### config.mk
export PLATFORM = sky130hd
export DESIGN_NAME = ifetch_sram_like
export DESIGN_NICKNAME = d
export VERILOG_FILES = /design/src/rtl/ifetch_sram_like.sv
export SDC_FILE = /design/constraint.sdc
export NUM_CORES = 1
export LEC_CHECK = 0
export CORE_MARGIN = 3
export CORE_UTILIZATION = 40
export DETAILED_ROUTE_END_ITERATION = 12
export PLACE_DENSITY = 0.71
export RECOVER_POWER = 100
export SYNTH_ARGS = -nofsm -noshare
export SYNTH_HDL_FRONTEND = slang
export SYNTH_SLANG_ARGS = --single-unit
### constraint.sdc
create_clock -name clk -period 5 [get_ports clk]
set_input_delay 0.5 -clock clk [delete_from_list [all_inputs] [get_ports clk]]
set_output_delay 0.5 -clock clk [all_outputs]
set_load 0.01 [all_outputs]
### src/rtl/ifetch_sram_like.sv
// Pre-IF/IF fetch front end on an sram-like instruction bus.
// One request in flight, IF register plus a one-entry skid buffer.
module ifetch_sram_like #(
    parameter logic [31:0] RESET_PC = 32'h1c000000
) (
    input  logic        clk,
    input  logic        reset,
    input  logic        br_taken,
    input  logic [31:0] br_target,
    input  logic        id_allowin,
    output logic        if_to_id_valid,
    output logic [31:0] if_to_id_pc,
    output logic [31:0] if_to_id_inst,
    output logic        inst_req,
    output logic        inst_wr,
    output logic [1:0]  inst_size,
    output logic [31:0] inst_addr,
    output logic [31:0] inst_wdata,
    input  logic        inst_addr_ok,
    input  logic        inst_data_ok,
    input  logic [31:0] inst_rdata
);

    typedef enum logic [1:0] {
        S_REQ,
        S_WAIT,
        S_STALL
    } state_t;

    state_t      state;
    logic [31:0] fetch_pc;
    logic [31:0] req_pc;
    logic        discard;
    logic        if_valid;
    logic [31:0] if_pc;
    logic [31:0] if_inst;
    logic        sb_valid;
    logic [31:0] sb_pc;
    logic [31:0] sb_inst;

    logic xfer;
    logic if_free;

    assign xfer    = if_valid & id_allowin;
    assign if_free = ~if_valid | xfer;

    always_ff @(posedge clk) begin
        if (reset) begin
            state    <= S_REQ;
            fetch_pc <= RESET_PC;
            req_pc   <= '0;
            discard  <= 1'b0;
            if_valid <= 1'b0;
            if_pc    <= '0;
            if_inst  <= '0;
            sb_valid <= 1'b0;
            sb_pc    <= '0;
            sb_inst  <= '0;
        end else begin
            if (xfer)
                if_valid <= 1'b0;
            unique case (state)
                S_REQ: begin
                    if (inst_addr_ok) begin
                        state <= S_WAIT;
                        if (br_taken) begin
                            discard <= 1'b1;
                        end else begin
                            req_pc   <= fetch_pc;
                            fetch_pc <= fetch_pc + 32'd4;
                        end
                    end
                end
                S_WAIT: begin
                    if (inst_data_ok) begin
                        state <= S_REQ;
                        if (discard) begin
                            discard <= 1'b0;
                        end else if (!br_taken) begin
                            if (if_free) begin
                                if_valid <= 1'b1;
                                if_pc    <= req_pc;
                                if_inst  <= inst_rdata;
                            end else begin
                                sb_valid <= 1'b1;
                                sb_pc    <= req_pc;
                                sb_inst  <= inst_rdata;
                                state    <= S_STALL;
                            end
                        end
                    end else if (br_taken) begin
                        discard <= 1'b1;
                    end
                end
                S_STALL: begin
                    if (br_taken) begin
                        state <= S_REQ;
                    end else if (xfer && sb_valid) begin
                        if_valid <= 1'b1;
                        if_pc    <= sb_pc;
                        if_inst  <= sb_inst;
                        sb_valid <= 1'b0;
                        state    <= S_REQ;
                    end
                end
                default: state <= S_REQ;
            endcase
            // A redirect overrides every other pc and buffer update.
            if (br_taken) begin
                fetch_pc <= br_target;
                if_valid <= 1'b0;
                sb_valid <= 1'b0;
            end
        end
    end

    assign inst_req       = (state == S_REQ) & ~reset;
    assign inst_wr        = 1'b0;
    assign inst_size      = 2'b10;
    assign inst_addr      = fetch_pc;
    assign inst_wdata     = '0;
    assign if_to_id_valid = if_valid & ~reset;
    assign if_to_id_pc    = reset ? '0 : if_pc;
    assign if_to_id_inst  = reset ? '0 : if_inst;

endmodule

# --- Yosys cells after proc, flatten, opt, wreduce, memory -nomap -nowiden ---
# Cells that the tools add are included.
classes:
  n_eq_ne: 11
  addsub: 1
  n_bitwise: 9
  mux: 42
  reduce_logical: 14
op_table:
  columns: ["operator", "n"]
  rows:
  - ["2-to-1 mux 32 bit", 17]
  - ["one-hot mux 32 bit (2 select lines)", 2]
  - ["adder 32 x 3 -> 32 bit, second input constant", 1]
  - ["!= test 2 bit, second input constant", 8]
  - ["2-to-1 mux 2 bit", 7]
  - ["2-to-1 mux 1 bit", 12]
  - ["AND reduction 5 bit", 2]
  - ["nonzero test 2 bit", 4]
  - ["AND reduction 7 bit", 1]
  - ["one-hot mux 1 bit (2 select lines)", 3]
  - ["one-hot mux 2 bit (3 select lines)", 1]
  - ["AND reduction 3 bit", 2]
  - ["inverter 1 bit", 5]
  - ["AND reduction 2 bit", 2]
  - ["AND 1 bit", 3]
  - ["!= test 3 bit, second input constant", 1]
  - ["== test 2 x 1 -> 1 bit, second input constant", 1]
  - ["== test 2 bit, second input constant", 1]
  - ["zero test 2 bit", 1]
  - ["OR reduction 2 bit", 1]
  - ["logical AND 1 bit", 1]
  - ["bitwise OR 1 bit", 1]
word_totals:
  ff_bits: 197
  inputBits: 70

# --- Longest topological paths before layout ---
# Gate-level depths: netlist of run 1.
depth:
  word_depth: 7
  ltp_mapped: 8
  mapped_depth_nobuf: 6

# --- Worst setup path after synthesis of run 1 ---
# OpenSTA, ideal clock, no wires.
synth_path:
  kind: "register -> register"
  startpoint: "reg state[0]"
  endpoint: "reg fetch_pc[30] (netlist: inst_addr[30])"
  path_slack_ns: 2.874
  stages_incl_launch_ff: 8
  path_buffers: 1
  setup_time_ns: 0.091
  arrival_ns: 2.035
  path_cell_list: "dfxtp_1 inv_1 ha_1 buf_2 nand4_1 or4_1 or4_1 a311oi_1"
synth_via:
  elab_chain_len: 3
synth_lines:
  columns: ["element", "line", "source"]
  rows:
  - ["start: declaration", "30", "state_t state;"]
  - ["start signal: assignment", "49", "state <= S_REQ;"]
  - ["start signal: assignment", "65", "state <= S_WAIT;"]
  - ["start signal: assignment", "76", "state <= S_REQ;"]
  - ["zero test 2 bit", "62", "unique case (state)"]
  - ["nonzero test 2 bit (no line)", null, null]
  - ["AND reduction 2 bit (no line)", null, null]
  - ["end signal: assignment", "70", "fetch_pc <= fetch_pc + 32'd4;"]
  - ["end signal: assignment", "110", "fetch_pc <= br_target;"]
  - ["end: declaration", "31", "logic [31:0] fetch_pc;"]
# Every way passes these cells.
# A chain may end at the register's enable or synchronous reset.

# --- Worst setup path in the final report of run 1 ---
layout_path:
  startpoint: "in reset"
  endpoint: "out if_to_id_inst[5]"
layout_via:
  elab_chain_len: 1
layout_lines:
  columns: ["element", "line", "source"]
  rows:
  - ["start: declaration", "7", "input logic reset,"]
  - ["2-to-1 mux 32 bit", "124", "assign if_to_id_inst = reset ? '0 : if_inst;"]
  - ["end: declaration", "13", "output logic [31:0] if_to_id_inst,"]
# Every way passes these cells.

==> results of run 1 <==
[stage by stage]
step | power, mW | area (um^2) | setup WS (ns) | util, % | hold WS (ns)
final | 3.548 | 11400 | 1.122 | 51.74 | 0.4535
after global routing | 3.686 | 11400 | 0.8972 | 51.74 | 0.4715
after CTS | 3.590 | 11430 | 1.989 | 51.91 | 0.4558
after detailed placement | 2.079 | 10780 | 1.725 | 48.94 | 0.4461
after global placement | 2.074 | 10780 | 1.798 | 48.94 | 0.4406
after floorplan | 1.915 | 9196 | 2.874 | - | 0.4360
[power by group through the flow]
stage          Sequential (mW)  Clock (mW)  Combinational [mW]
2_1_floorplan             1.69           0               0.220
3_3_place_gp              1.71           0               0.364
3_5_place_dp              1.71           0               0.369
4_1_cts                   1.68        1.55               0.370
5_1_grt                   1.68        1.61               0.394
6_report                  1.68        1.51               0.357
[registers in the layout, indices dropped and copies added, names as in the netlist]
name,count
state,2
inst_addr,32
req_pc,32
sb_valid,1
if_pc,32
discard,1
sb_inst,32
sb_pc,32
if_valid,1
if_inst,32
[cell families (layout without fill, tap and decap cells)]
logic type	after synthesis	in the layout	share of synthesized area (%)
xor+xnor	9	9	0.8689
buf+inv	145	230	7.585
mux	68	68	7.502
fa+ha+maj	4	4	0.5517
flops	197	197	43.47
compound gates	287	287	19.31
other cells	2	35	0.08278
simple gates	391	391	20.63
[placed cells by master, fill, tap and decap left out, types with 6 or more instances in the layout]
| cell | instances |
|---|---|
| a21oi_1 | 169 |
| a211oi_1 | 76 |
| buf_4 | 11 |
| clkbuf_16 | 17 |
| a2111oi_0 | 6 |
| nor2_1 | 27 |
| clkdlybuf4s50_1 | 90 |
| and3_1 | 6 |
| nand2_1 | 211 |
| nor2b_1 | 69 |
| nor3_1 | 12 |
| dlygate4sd3_1 | 76 |
| conb_1 | 35 |
| xnor2_1 | 7 |
| dfxtp_1 | 197 |
| nand3_1 | 13 |
| inv_1 | 13 |
| or4_1 | 7 |
| nand4_1 | 11 |
| a311oi_1 | 13 |
| mux2i_1 | 68 |
| o21ai_0 | 7 |
| nor4_1 | 9 |
[layout make-up]
cell class	count	area share [%]
flip-flops and latches	197	34.61
well taps	280	3.074
inverters	14	0.4611
multi-input cells	794	40.40
clock inverters	12	1.746
clock buffers	20	4.007
repair buffers	184	15.70
[per-layer routing]
metal	up-vias	global-route usage [%]	routed length (um)
li1	3995	-	-
met1	3835	26.88	11230
met2	268	32.31	11360
met3	25	4.038	1404
met4	0	5.419	374
met5	-	0	0
[worst max-delay path: cells and delay by family]
kind	cells	cell delay, ns
AND/OR/NAND/NOR	1	0.08
buffers and inverters	3	2.69
[how the worst max path moves through the flow]
stage	start	endpoint	slack [ns]	cells after the start
2_1_floorplan	state[0]	inst_addr[30]	2.87	7
3_3_place_gp	br_taken	inst_addr[15]	1.80	5
3_5_place_dp	br_taken	inst_addr[15]	1.73	5
4_1_cts	state[0]	if_pc[17]	1.99	7
5_1_grt	reset	if_to_id_inst[30]	0.90	4
6_report	reset	if_to_id_inst[5]	1.12	4
==> results by group, run 1 <==
Logic synthesis
  – Synthesized area: ~9000 um^2
  – Synth area leaders: dfxtp_1 (43%), a21oi_1 (9.3%), nand2_1 (8.7%), mux2i_1 (7.5%), a211oi_1 (6.3%)
  – Synth warn: 0
  – Seq/Total Area, Yosys: roughly 43%
  – Commonest cells in the netlist: nand2_1 (211), dfxtp_1 (197), a21oi_1 (169)
  – Area share of the leading cell type in the synthesized netlist: a little over two fifths
  – Mean Syn Cell Area: a little over 8 um^2
  – Synth area leader: dfxtp_1
  – Gate Count Post-Synth: about 1100
  – Seq cells post-synth: slightly below 200
  – Top-count cell post-synth: nand2_1
  – Post-synth EDFFs: 0
  – Synth async-reset ratio: 0%
  – Top FF cell, synth: dfxtp_1
  – Synth cell types: 46

STA
  – Worst-Margin Slew: 2.277 ns
  – Tcrit/Tclk final: between 70 and 80%
  – RSZ-0062 raised after global routing: false
  – Setup TNS: 0 ns
  – Min cycle time layout: 3.878 ns
  – # setup viols final: 0
  – Final Hold Viols: 0
  – Achievable Freq: 257.9 MHz
  – Max Slew Vio Count: ~150
  – Slew HR: -51.82%
  – Worst-case clock skew: 0.008588 ns

Clock network
  – CTS HTree Levels: 4
  – # clock sinks: around 200
  – Postcts setup bufs: 0
  – Clock Latency Late Sink: 0.43 ns
  – Hold_buf cts: 0
  – CTS tree: done
  – Root Driver: clkbuf_16
  – Clock-pin slew on the worst setup and hold paths: about 0.060 ns
  – CTS resizes: 0
  – Num CTS Buffers: 17
  – CTS Buffer Depth: 2

Layout
  – N_diodes: 0
  – Multi-input gate area: roughly 4600 um^2
  – FILL cells: ~2100
  – Ratio of cells with drive above 1 in the final layout: about 4.5%
  – Layout area overhead: 25.61%
  – Layout Cells excl Fill: 1501
  – Register Area: around 4000 um^2
  – NumNets Final: roughly 1300

Setup path
  – Max stage delay on crit path: 1.55 ns
  – Crit Reg-Reg Startpoint: state[0]
  – Critical path endpoint category: output port
  – CP cell instances: clkbuf_2 -> buf_4 -> nor2b_1 -> dlygate4sd3_1
  – Worst R2R Setup Slack: 1.35 ns
  – Worst setup SP type: input port
  – CP required: 4.50 ns
  – FF-to-FF End: if_pc[7]
  – Crit path DAT: about 3.4 ns
  – Worst R2R Path Depth: 7
  – CP max stage cell: clkbuf_2
  – Critical setup path kind: in2out
  – Max FO, Critical Path: 110

Floorplan
  – Num rows: 54
  – Initial Util: approximately two fifths
  – IO Count: 203
  – Die Area: between 20000 and 25000 um^2
  – Die X: 156.6 um
  – Core Area: approximately 22000 um^2
  – Chip height: 156.6 um

Power
  – Power Density: a little over 300 nW/um^2
  – Net Sw Power: between 800 and 900 uW
  – P_int: approximately 2.7 mW
  – Switching share of power: ~24%
  – Leakage: roughly 3.8 nW
  – VDD IR max: ~0.20 mV
  – Combinational Power Share: between 10% and 20%
  – Clk pwr share: a little over two fifths
  – Seq pwr share: 47.3%

Flow run
  – Max-cap violations: 2

Routing
  – Final routed DRC violation total: 0
  – Iter 0 DRT Violations: 493
  – First-pass DRT Iterations: 5
  – Vias: 8123
  – Vias per cell: roughly 5.4
  – Routed WL: between 20000 and 25000 um
  – WL/cell: 16.24 um
  – Antenna-violating nets left: 0

Global routing
  – GRT Residual Overflow: 0
  – Global Route Usage Sum: about 20%
  – Initial antenna violation count: 0
  – First-pass GRT wire length: about 40000 um
  – Vias in the first global route: around 7600
  – Pin count of the biggest net entering global routing: between 100 and 150

Outcome
  – Outcome: finished with violations
  – Failing checks: capacitance limit, slew limit

Place
  – HPWL Detailed: about 16000 um
  – IO buf count: roughly 170
  – Placed cells: about 1500
  – Final GP Congestion: about 0.83

Hold path
  – Hold path depth: 2
  – Worst hold path class: reg2reg
  – Hold path endpoint: sb_pc[31]
  – Worst hold start: sb_pc[31]
Power figures use the tool's default switching activity.
==> inputs of run 2 (changes only) <==
Settings changed: PLACE_DENSITY 0.71 to 0.73.
Clock period 5 ns to 3.4 ns, I/O delays scaled along.
==> results by group, run 2 (synthesis results as in run 1) <==
Outcome
  – Outcome: finished clean

Layout
  – Ratio of cells with drive above 1 in the final layout: 4.735% (+0.23 points)
  – Commonest non-fill, non-tap cell in the layout: nand2_1
  – Layout area overhead: 24.88%
  – N_diodes: 0 (unchanged)
  – NumNets Final: 1286 (+0.31%)
  – Most frequent cells in the layout: nand2_1 (211), dfxtp_1 (197), a21oi_1 (169), dlygate4sd3_1 (88), clkdlybuf4s50_1 (78)

Clock network
  – Root Driver: clkbuf_16
  – Clock Latency Late Sink: 0.43 ns (about the same)
  – Num CTS Buffers: 17 (unchanged)
  – CTS HTree Levels: 4 (unchanged)
  – Hold_buf cts: 0 (unchanged)
  – CTS resizes: 0 (unchanged)
  – Clock-pin slew on the worst setup and hold paths: 0.07 ns (about the same)
  – CTS Buffer Depth: 2 (unchanged)
  – CTS tree: done
  – Postcts setup bufs: 0 (unchanged)
  – # clock sinks: 197 (unchanged)

Floorplan
  – Initial Util: 41.19% (unchanged)
  – Die Area: 24520 um^2 (unchanged)
  – Num rows: 54 (unchanged)
  – Core Area: 22030 um^2 (unchanged)
  – IO Count: 203 (unchanged)
  – Chip height: 156.6 um (unchanged)
  – Die X: 156.6 um (unchanged)

STA
  – Setup ws final: 0.5032 ns (-0.6188 ns)
  – RSZ-0062 raised after global routing: false
  – # setup viols final: 0 (unchanged)
  – Tcrit/Tclk final: 85.20%
  – Worst-case clock skew: 0.008502 ns (-0.00008515 ns)
  – Final Hold Viols: 0 (unchanged)
  – Max Slew Vio Count: 0 (-100%)
  – Achievable Freq: roughly 350 MHz
  – Slew HR: 3.229% (+55 points)
  – Setup TNS: 0 ns (unchanged)
  – Worst-Margin Slew: 1.452 ns (-0.8257 ns)
  – Min cycle time layout: approximately 2.9 ns

Global routing
  – Global Route Usage Sum: 19.08% (-0.76 points)
  – Vias in the first global route: 7524 (-1.6%)
  – GRT Residual Overflow: 0 (unchanged)
  – First-pass GRT wire length: 38420 um (-3.6%)
  – Pin count of the biggest net entering global routing: 105 (-5.4%)
  – Initial antenna violation count: 0 (unchanged)

Place
  – IO buf count: 167 (unchanged)
  – DP Worst Slack: 0.7026 ns (-1.023 ns)
  – HPWL Detailed: 15820 um (-0.20%)
  – Final GP Congestion: 0.8409 (+1.7%)

Setup path
  – Crit path DAT: 2.56 ns (-0.82 ns)
  – Worst setup SP type: input port
  – Max FO, Critical Path: 104 (-5.5%)
  – CP required: 3.06 ns (-1.44 ns)
  – Critical setup path kind: in2out
  – Critical path endpoint category: output port

Routing
  – Iter 0 DRT Violations: 580 (+18%)
  – Routed WL: 23920 um (-1.9%)
  – Final routed DRC violation total: 0 (unchanged)
  – WL/cell: 15.89 um (-2.1%)
  – First-pass DRT Iterations: 5 (unchanged)
  – Vias per cell: 5.361 (-0.93%)
  – Antenna-violating nets left: 0 (unchanged)
  – Vias: 8069 (-0.66%)

Power
  – VDD IR max: 0.3082 mV (+55%)
  – Leakage: 3.827 nW (about the same)
  – Power Density: 433.7 nW/um^2 (+39%)

Hold path
  – Worst hold path class: reg2reg

Flow run
  – Max-cap violations: 0 (-2)
## run 2: worst paths after layout
| kind | from | end | slack (ns) | cells past startpoint |
|---|---|---|---|---|
| setup / recovery | reset | if_to_id_inst[12] | 0.50 | 4 |
| hold reg to reg | sb_pc[1] | sb_pc[1] | 0.45 | 2 |
| hold / removal | sb_pc[1] | sb_pc[1] | 0.45 | 2 |
| setup reg to reg | state[1] | sb_inst[24] | 0.59 | 7 |
## run 2: critical path, cell delays in order
cell and delay (ns):
clkbuf_8 0.50, dlymetal6s2s_1 0.96, nor2b_1 0.15, clkdlybuf4s50_1 0.54
## run 2: area by class of cell
type	count	area [um^2]
flip-flops and latches	197	3944
multi-input cells	794	4601
clock buffers	17	425.4
inverters	14	52.55
repair buffers	188	1824
clock inverters	15	132.6
fillers	2096	10700
well taps	280	350.3
## run 2: per-stage QoR
| step | hold slack (ns) | utilization, % | total power, mW | cell area (um^2) | instances |
|---|---|---|---|---|---|
| 5_1_grt | 0.4701 | 51.44 | 5.109 | 11330 | 1505 |
| 3_5_place_dp | 0.4465 | 49.19 | 3.062 | 10830 | 1473 |
| 2_1_floorplan | 0.4360 | - | 2.816 | 9196 | 1136 |
| 4_1_cts | 0.4563 | 51.72 | 4.975 | 11390 | 1505 |
| 6_report | 0.4543 | 51.44 | 4.913 | 11330 | 1505 |
| 3_3_place_gp | 0.4409 | 49.19 | 3.056 | 10830 | 1473 |
## run 2: power breakdown
group | switching [mW] | internal [mW]
sequential | 0.0863 | 2.38
clock | 0.910 | 1.01
combinational | 0.285 | 0.238
total | 1.28 | 3.63
## run 2: metal layers
layer | routed length [um] | GRT usage, % | vias up | part of all wire (%)
met3 | 1333 | 4.121 | 21 | 5.6
met1 | 11020 | 25.69 | 3789 | 46
met5 | 0 | 0 | - | 0
met2 | 11320 | 31.74 | 256 | 47
li1 | - | - | 4003 | -
met4 | 244 | 3.877 | 0 | 1.0
